--- src/rtl/mem_port_arbiter_pkg.sv ---
// rtl/mem_port_arbiter_pkg.sv - shared state/owner encodings and counter widths for the memory port arbiter
package mem_port_arbiter_pkg;

    typedef enum logic [1:0] {
        ARB_IDLE = 2'd0,
        ARB_REQ  = 2'd1,
        ARB_WAIT = 2'd2
    } arb_state_t;

    typedef enum logic {
        OWN_IF = 1'b0,
        OWN_D  = 1'b1
    } arb_owner_t;

    // Streak holds up to 15, watchdog up to 255.
    localparam int STREAK_W = 4;
    localparam int WD_W     = 8;

endpackage

--- src/rtl/arb_sat_counter.sv ---
// rtl/arb_sat_counter.sv - up counter with clear that saturates at LIMIT
module arb_sat_counter #(
    parameter int WIDTH = 4,
    parameter int LIMIT = 4
) (
    input  logic clk,
    input  logic rst,
    input  logic inc,
    input  logic clr,
    output logic sat
);

    logic [WIDTH-1:0] count;

    assign sat = (count == WIDTH'(LIMIT));

    // Clear wins over increment; increments stop once the limit is held.
    always_ff @(posedge clk) begin
        if (rst || clr) begin
            count <= '0;
        end else if (inc && !sat) begin
            count <= count + WIDTH'(1);
        end
    end

endmodule

--- src/rtl/mem_port_arbiter.sv ---
// rtl/mem_port_arbiter.sv - shares one single-ported memory between fetch and load/store ports
module mem_port_arbiter
    import mem_port_arbiter_pkg::*;
#(
    parameter int MAX_D_STREAK = 4,
    parameter int TIMEOUT_CYC  = 64
) (
    input  logic        clk,
    input  logic        rst,
    input  logic        if_req,
    input  logic [31:0] if_addr,
    output logic        if_gnt,
    output logic        if_rvalid,
    output logic [31:0] if_rdata,
    input  logic        d_req,
    input  logic        d_we,
    input  logic [3:0]  d_be,
    input  logic [31:0] d_addr,
    input  logic [31:0] d_wdata,
    output logic        d_gnt,
    output logic        d_rvalid,
    output logic [31:0] d_rdata,
    output logic        m_valid,
    input  logic        m_ready,
    output logic        m_we,
    output logic [3:0]  m_be,
    output logic [31:0] m_addr,
    output logic [31:0] m_wdata,
    input  logic        m_rvalid,
    input  logic [31:0] m_rdata,
    output logic        bus_err
);

    arb_state_t  state;
    arb_state_t  state_nxt;
    arb_owner_t  owner;
    logic        grant_d;
    logic        grant_if;
    logic        load_resp;
    logic        abort;
    logic        streak_sat;
    logic        wd_sat;
    logic        wd_hit;
    logic        rvalid_q;
    logic        bus_err_q;
    logic [31:0] rdata_q;

    // Watchdog saturates one short of the timeout so that sat marks the last allowed busy cycle.
    assign wd_hit = (state != ARB_IDLE) && wd_sat;

    arb_sat_counter #(
        .WIDTH (STREAK_W),
        .LIMIT (MAX_D_STREAK)
    ) u_streak (
        .clk (clk),
        .rst (rst),
        .inc (grant_d && if_req),
        .clr ((state == ARB_IDLE) && (grant_if || !if_req)),
        .sat (streak_sat)
    );

    arb_sat_counter #(
        .WIDTH (WD_W),
        .LIMIT (TIMEOUT_CYC - 1)
    ) u_watchdog (
        .clk (clk),
        .rst (rst),
        .inc (state != ARB_IDLE),
        .clr (state == ARB_IDLE),
        .sat (wd_sat)
    );

    // State register.
    always_ff @(posedge clk) begin
        if (rst) begin
            state <= ARB_IDLE;
        end else begin
            state <= state_nxt;
        end
    end

    // Arbitration, memory handshake and completion decode.
    always_comb begin
        state_nxt = state;
        grant_d   = 1'b0;
        grant_if  = 1'b0;
        m_valid   = 1'b0;
        load_resp = 1'b0;
        abort     = 1'b0;
        case (state)
            ARB_IDLE: begin
                if (!rst) begin
                    if (d_req && !(if_req && streak_sat)) begin
                        grant_d = 1'b1;
                    end else if (if_req) begin
                        grant_if = 1'b1;
                    end
                end
                if (grant_d || grant_if) begin
                    state_nxt = ARB_REQ;
                end
            end
            ARB_REQ: begin
                // m_valid is withdrawn in the abort cycle so memory cannot accept a dead request.
                if (wd_hit) begin
                    abort     = 1'b1;
                    state_nxt = ARB_IDLE;
                end else begin
                    m_valid = 1'b1;
                    if (m_ready) begin
                        state_nxt = ARB_WAIT;
                    end
                end
            end
            ARB_WAIT: begin
                if (m_rvalid) begin
                    load_resp = 1'b1;
                    state_nxt = ARB_IDLE;
                end else if (wd_hit) begin
                    abort     = 1'b1;
                    state_nxt = ARB_IDLE;
                end
            end
            default: begin
                state_nxt = ARB_IDLE;
            end
        endcase
    end

    // Request capture on grant and response registration on completion or abort.
    always_ff @(posedge clk) begin
        if (rst) begin
            owner     <= OWN_IF;
            m_we      <= 1'b0;
            m_be      <= 4'h0;
            m_addr    <= 32'h0;
            m_wdata   <= 32'h0;
            rdata_q   <= 32'h0;
            rvalid_q  <= 1'b0;
            bus_err_q <= 1'b0;
        end else begin
            rvalid_q  <= load_resp || abort;
            bus_err_q <= abort;
            if (load_resp) begin
                rdata_q <= m_we ? 32'h0 : m_rdata;
            end else if (abort) begin
                rdata_q <= 32'h0;
            end
            if (grant_d) begin
                owner   <= OWN_D;
                m_we    <= d_we;
                m_be    <= d_be;
                m_addr  <= d_addr;
                m_wdata <= d_wdata;
            end else if (grant_if) begin
                owner   <= OWN_IF;
                m_we    <= 1'b0;
                m_be    <= 4'hF;
                m_addr  <= if_addr;
                m_wdata <= 32'h0;
            end
        end
    end

    assign if_gnt    = grant_if;
    assign d_gnt     = grant_d;
    assign if_rvalid = rvalid_q && (owner == OWN_IF);
    assign d_rvalid  = rvalid_q && (owner == OWN_D);
    assign if_rdata  = if_rvalid ? rdata_q : 32'h0;
    assign d_rdata   = d_rvalid ? rdata_q : 32'h0;
    assign bus_err   = bus_err_q;

endmodule

--- config.mk ---
export PLATFORM = sky130hd
export DESIGN_NAME = mem_port_arbiter
export DESIGN_NICKNAME = d
export VERILOG_FILES = /design/src/rtl/mem_port_arbiter_pkg.sv /design/src/rtl/arb_sat_counter.sv /design/src/rtl/mem_port_arbiter.sv
export SDC_FILE = /design/constraint.sdc
export NUM_CORES = 1
export LEC_CHECK = 0
export CAP_MARGIN = 20
export CORE_AREA = 2 2 107 109
export DETAILED_ROUTE_END_ITERATION = 6
export DIE_AREA = 0 0 109 111
export DONT_BUFFER_PORTS = 1
export GPL_ROUTABILITY_DRIVEN = 0
export PLACE_DENSITY_LB_ADDON = 0.08
export SYNTH_ARGS = -nofsm -noshare
export SYNTH_HDL_FRONTEND = slang
export SYNTH_HIERARCHICAL = 1
export SYNTH_SLANG_ARGS = --single-unit
--- constraint.sdc ---
create_clock -name clk -period 2.3 [get_ports clk]
set_input_delay 0.23 -clock clk [delete_from_list [all_inputs] [get_ports clk]]
set_output_delay 0.23 -clock clk [all_outputs]
set_load 0.005 [all_outputs]
* After elaboration in Yosys (flattened, before gate mapping)
Index checks and enable logic that the tools add are counted.
** Operators by class
- Multipliers :: 0
- Divide/modulo/power cells :: 0
- Eq/ne operators :: 7
- Muxes and demuxes :: 36
- Shift-type cells :: 0
- Bitwise logic cells :: 1
- Reductions and logical operators :: 23
- Add/subtract/negate cells :: 2
- $lt $le $gt $ge :: 0
** Operators with widths (number)
- $mux W32 :: 9
- $mux W1 :: 18
- $mux W2 :: 5
- $logic_and A1 B1 Y1 :: 9
- $add A8 B1 Y8 const B :: 1
- $eq A8 B6 Y1 const B :: 1
- $mux W4 :: 2
- $ne A3 B3 Y1 const B :: 2
- $pmux W2 S3 :: 1
- $reduce_bool A2 Y1 :: 3
- $logic_or A1 B1 Y1 :: 5
- $add A4 B1 Y4 const B :: 1
- $eq A4 B3 Y1 const B :: 1
- $logic_not A1 Y1 :: 4
- $reduce_and A3 Y1 :: 1
- $eq A2 B1 Y1 const B :: 1
- $eq A2 B2 Y1 const B :: 1
- $logic_not A2 Y1 :: 1
- $ne A2 B2 Y1 const B :: 1
- $pmux W1 S2 :: 1
- $not A1 Y1 :: 1
** Storage, ports and cells
- Input bits :: 139
- Output and inout bits :: 139
- Register bits after elaboration :: 118
- Memories :: 0
- Bits in latches :: 0
- Logic and storage cells :: 80
- Bits in writable memories :: 0
- Bits in read-only memories :: 0

* Longest topological paths before layout
- Depth after elaboration :: 11
- Depth in mapped cells :: 12
- Mapped depth without buffers :: 11

* Cells and area by module
Netlist, hierarchy kept.
** Modules (own cells, without submodules)
- mem_port_arbiter :: instances 1, cells each 451, area an instance 4295.4 um^2, seq. area each 2122.0 um^2
- arb_sat_counter at u_watchdog :: instances 1, cells each 45, area an instance 419.2 um^2, seq. area each 160.2 um^2
- arb_sat_counter at u_streak :: instances 1, cells each 25, area an instance 229.0 um^2, seq. area each 80.1 um^2

* Worst setup path before layout
OpenSTA, ideal clock, no wires.
- Kind :: register -> register
- Start point :: register state[0]
- End point :: register u_streak.count[3]
- Period minus slack after synthesis :: 2072 ps
- Buffers on the path :: 1
- Arrival :: 2013 ps
- Slack :: 228 ps
- Data required time :: 2241 ps
- Cell stages (with the launch flop) :: 11
- Library setup time :: 59 ps
- Cell sequence :: dfxtp_1 > inv_1 > ha_1 > and2b_1 > nand3_4 > inv_4 > buf_4 > and2_1 > nand4_2 > nor4b_2 > a31o_1
** Between the ends
- Elaborated cells between the ends (all ways) :: 8
- Those cells by class :: 2 x mux; 6 x reduce/logical
** RTL lines
- from (decl) :: line mem_port_arbiter.sv:34 : arb_state_t state;
- from (signal assigned) :: line mem_port_arbiter.sv:78 : state <= state_nxt;
- $logic_not A2 Y1 :: line mem_port_arbiter.sv:90 : case (state)
- $mux W1 :: line mem_port_arbiter.sv:90
- net d_gnt :: line mem_port_arbiter.sv:20 : output logic d_gnt,
- $logic_and A1 B1 Y1 :: line mem_port_arbiter.sv:57 : .inc (grant_d && if_req),
- $logic_and A1 B1 Y1 :: line arb_sat_counter.sv:21 : end else if (inc && !sat) begin
- to (signal assigned) :: line arb_sat_counter.sv:22 : count <= count + WIDTH'(1);
- to (decl) :: line arb_sat_counter.sv:13 : logic [WIDTH-1:0] count;
The timed path passes the listed nets, and every way through them passes these cells.
A chain may end at the register's enable or synchronous reset.

* Worst setup path in the final report
- Start point :: register u_watchdog.count[0]
- End point :: output m_valid
** Between the ends
- Word-level cells in the longest chain between the ends :: 4
** Ends and longest elaborated chain
- from (decl) :: line arb_sat_counter.sv:13
- from (signal assigned) :: line arb_sat_counter.sv:22
- $eq A8 B6 Y1 :: line arb_sat_counter.sv:15 : assign sat = (count == WIDTH'(LIMIT));
- net wd_sat :: line mem_port_arbiter.sv:42 : logic wd_sat;
- $logic_and A1 B1 Y1 :: line mem_port_arbiter.sv:49 : assign wd_hit = (state != ARB_IDLE) && wd_sat;
- $mux W1 :: line mem_port_arbiter.sv:105 : if (wd_hit) begin
- $mux W1 :: line mem_port_arbiter.sv:90
- to (decl) :: line mem_port_arbiter.sv:23 : output logic m_valid,
The timed path passes the listed nets, and every way through them passes these cells.

==> impl_metrics.toml <==
[power_and_ir_drop]
power.density_nw_per_um2 = 1070
total_leakage_power_nw = 2.70
vdd_ir_drop_max_uv = 652
p_total_mw = 7.15

[routing]
ant_nets = 0
vias = 4409
wl_per_cell_um = 18.3
first_pass_iters = 4
drtIter0Drc = 397
via_per_inst = 5.71
totalWireLength_mm = 14.2
drc = 0

[setup_path]
cp.arrival_ps = 1970
slowest_stage = "or4_4"
crit_fanout = 5
endpoint_kind = "output pin"
cp_cell_sequence = "ha_4 > nand3_2 > or4_4 > inv_1 > buf_4 > nand2b_1 > and2_1"
cp.required_ps = 2070
critPathLaunchType = "flip-flop"
worstSetupPathType = "flip-flop to output pin"
slowest_delay_ps = 510

[cells_and_area]
layout-area-overhead-vs-synth_pct = 35.6
n_fill_cell = 940
layout.nets = 761
drive_above_1_share = 0.127
design_area_um2 = 6700
antenna_cells = 0
instances_no_fill = 772
fin_util = 0.605

[sta]
timing.final.crit_period_ps = 2200
fin_tns_setup_ps = 0
holdWs_ps = 7.67
worstMarginPinSlew_ps = 649
finalClockSkew_ps = 8.04
slew_headroom = 0.567
setup_viol = 0
fin_ws_ps = 96.9
slew_violations = 0
post-route-period-util = 0.958
finalHoldViolCount = 0
fmax_mhz = 454

[global_route]
grt_pass1_vias = 4206
antenna_found_initial = 0
grt_use_total = 0.220
grt_pass1_wl_mm = 21.2
grt-ovfl-total = 0
grt_max_degree = 41

[synthesis]
synth_area_um2 = 4940
ys_ff_latch = 118
syn_nets = 666
ys_types = 56
synth.yosys.seq_area_share = 0.478
syn_inst = 521
yosysWarningCount = 6
avgSynthCellArea_um2 = 9.49

[floorplanning]
coreArea_um2 = 11100
pin_count = 278
die_area_um2 = 12100
num_rows = 39
fp.dieH_um = 111
start_util = 0.446
die_w_um = 109

[clocking]
cts_tree = "done"
cts_post_setup_buffers_inserted = 0
cts.clk_slew.worst_paths_ps = 50
clkSinkCount = 118
clock_tree.root_cell = "clkbuf_16"
ctsLongestPathBuffers = 2
cts-buffers-inserted = 17
clock_latency_ps = 400
cts.htree.levels = 4

[placed_design]
place_area_um2 = 5010
post-place-cells = 638
place_hpwl_mm = 8.71
pre_cts_slack_ps = 19.8
io_buffers = 0

[status]
status = "complete, no violations"

[run]
maxCapViolCount = 0

[min_path]
hold_class = "primary input to flip-flop"
-- cell usage after synthesis (all sizes together) --
cell type	number	area share
o22ai	33	0.045
nand2b	2	0.0025
dfxtp	118	0.48
a21oi	38	0.040
a31oi	2	0.0025
o21a	1	0.0015
nor4	1	0.0025
a31o	2	0.0035
a21boi	2	0.0030
o21ai	6	0.0061
nand3	8	0.013
nor3	1	0.0033
or3	2	0.0025
o31ai	1	0.0015
or2	2	0.0025
clkbuf	19	0.015
nor2	71	0.054
nand3b	1	0.0015
and2b	1	0.0015
nor4b	1	0.0030
buf	20	0.030
nand2	7	0.0053
o221a	4	0.0091
and2	36	0.046
a211oi	4	0.0071
nor2b	3	0.0038
or4b	1	0.0020
and4	1	0.0018
inv	13	0.010
a221oi	1	0.0018
mux2i	3	0.0061
and3b	1	0.0018
or4	1	0.0023
o41a	2	0.0048
nand4	5	0.0076
a22oi	32	0.059
o211a	1	0.0020
ha	6	0.015
and3	34	0.043
a22o	34	0.060
-- layout by cell type, fill, tap and decap left out, drive strengths merged, types with 3 or more instances in the layout --
cell type and count:
a211oi 4, a21oi 38, a22o 34, a22oi 32
and2 36, and3 34, buf 14, bufinv 3
clkbuf 19, clkinv 4, clkinvlp 3, dfxtp 118
dlygate4sd3 100, ha 6, inv 16, mux2i 3
nand2 7, nand3 8, nand4 5, nor2 71
nor2b 3, o21ai 6, o221a 4, o22ai 34
-- registers in the layout, indices dropped and copies added (netlist names) --
register,cells
owner,1
rvalid_q,1
rdata_q,32
m_addr,32
u_streak/count,4
u_watchdog/count,8
m_wdata,32
bus_err,1
m_we,1
state,2
m_be,4
-- report_power, final --
group          internal, mW  switching (mW)
logic                 0.681           0.827
registers              2.52           0.390
clock network          1.77           0.964
total                  4.97            2.18
-- layout make-up --
cell class	instances	area (µm²)	area share
clock buffers	19	453	0.0676
repair buffers	114	1130	0.169
multi-input cells	352	2350	0.350
flip-flops and latches	118	2370	0.353
well taps	143	179	0.0267
inverters	13	51.3	0.00765
clock inverters	13	170	0.0254
-- kinds of logic after synthesis --
family,share of synthesized area
AO/OA/AOI/OAI,0.247
adder cells (fa/ha/maj),0.0152
buffers and inverters,0.0549
flip-flops,0.478
multiplexers,0.00607
AND/OR/NAND/NOR,0.199
-- per-layer routing --
metal,global-route usage,part of all wire,wire length [µm]
met5,0,0,0
met4,0.0838,0.019,270
met3,0.0564,0.075,1060
met2,0.385,0.52,7300
met1,0.251,0.39,5520
-- worst paths after layout --
| check | startpoint | to | depth (start not counted) | slack [ps] |
|---|---|---|---|---|
| worst min-delay path | m_rdata[12] | rdata_q[12] | 2 | 8 |
| worst min register to register | u_watchdog/count[0] | u_watchdog/count[0] | 2 | 500 |
| worst max register to register | u_watchdog/count[0] | rdata_q[29] | 8 | 200 |
| worst max-delay path | u_watchdog/count[0] | m_valid | 7 | 100 |
-- worst max-delay path: cells and delay by family, from the launching register on --
kind | cells | cell delay [ps]
adder cells (fa/ha/maj) | 1 | 150
buffers and inverters | 2 | 210
flip-flops | 1 | 370
AND/OR/NAND/NOR | 4 | 840
-- timing repair --
item / 4_1_cts / 5_1_grt
cloned: 0 / 1
gates resized for setup: 3 / 5
setup endpoints to repair: 1 / 28
pin swaps: 1 / 1
endpoints found under the hold margin: 97 / 0
hold buffers: 101 / 0
(Power assumes the default switching activity.)
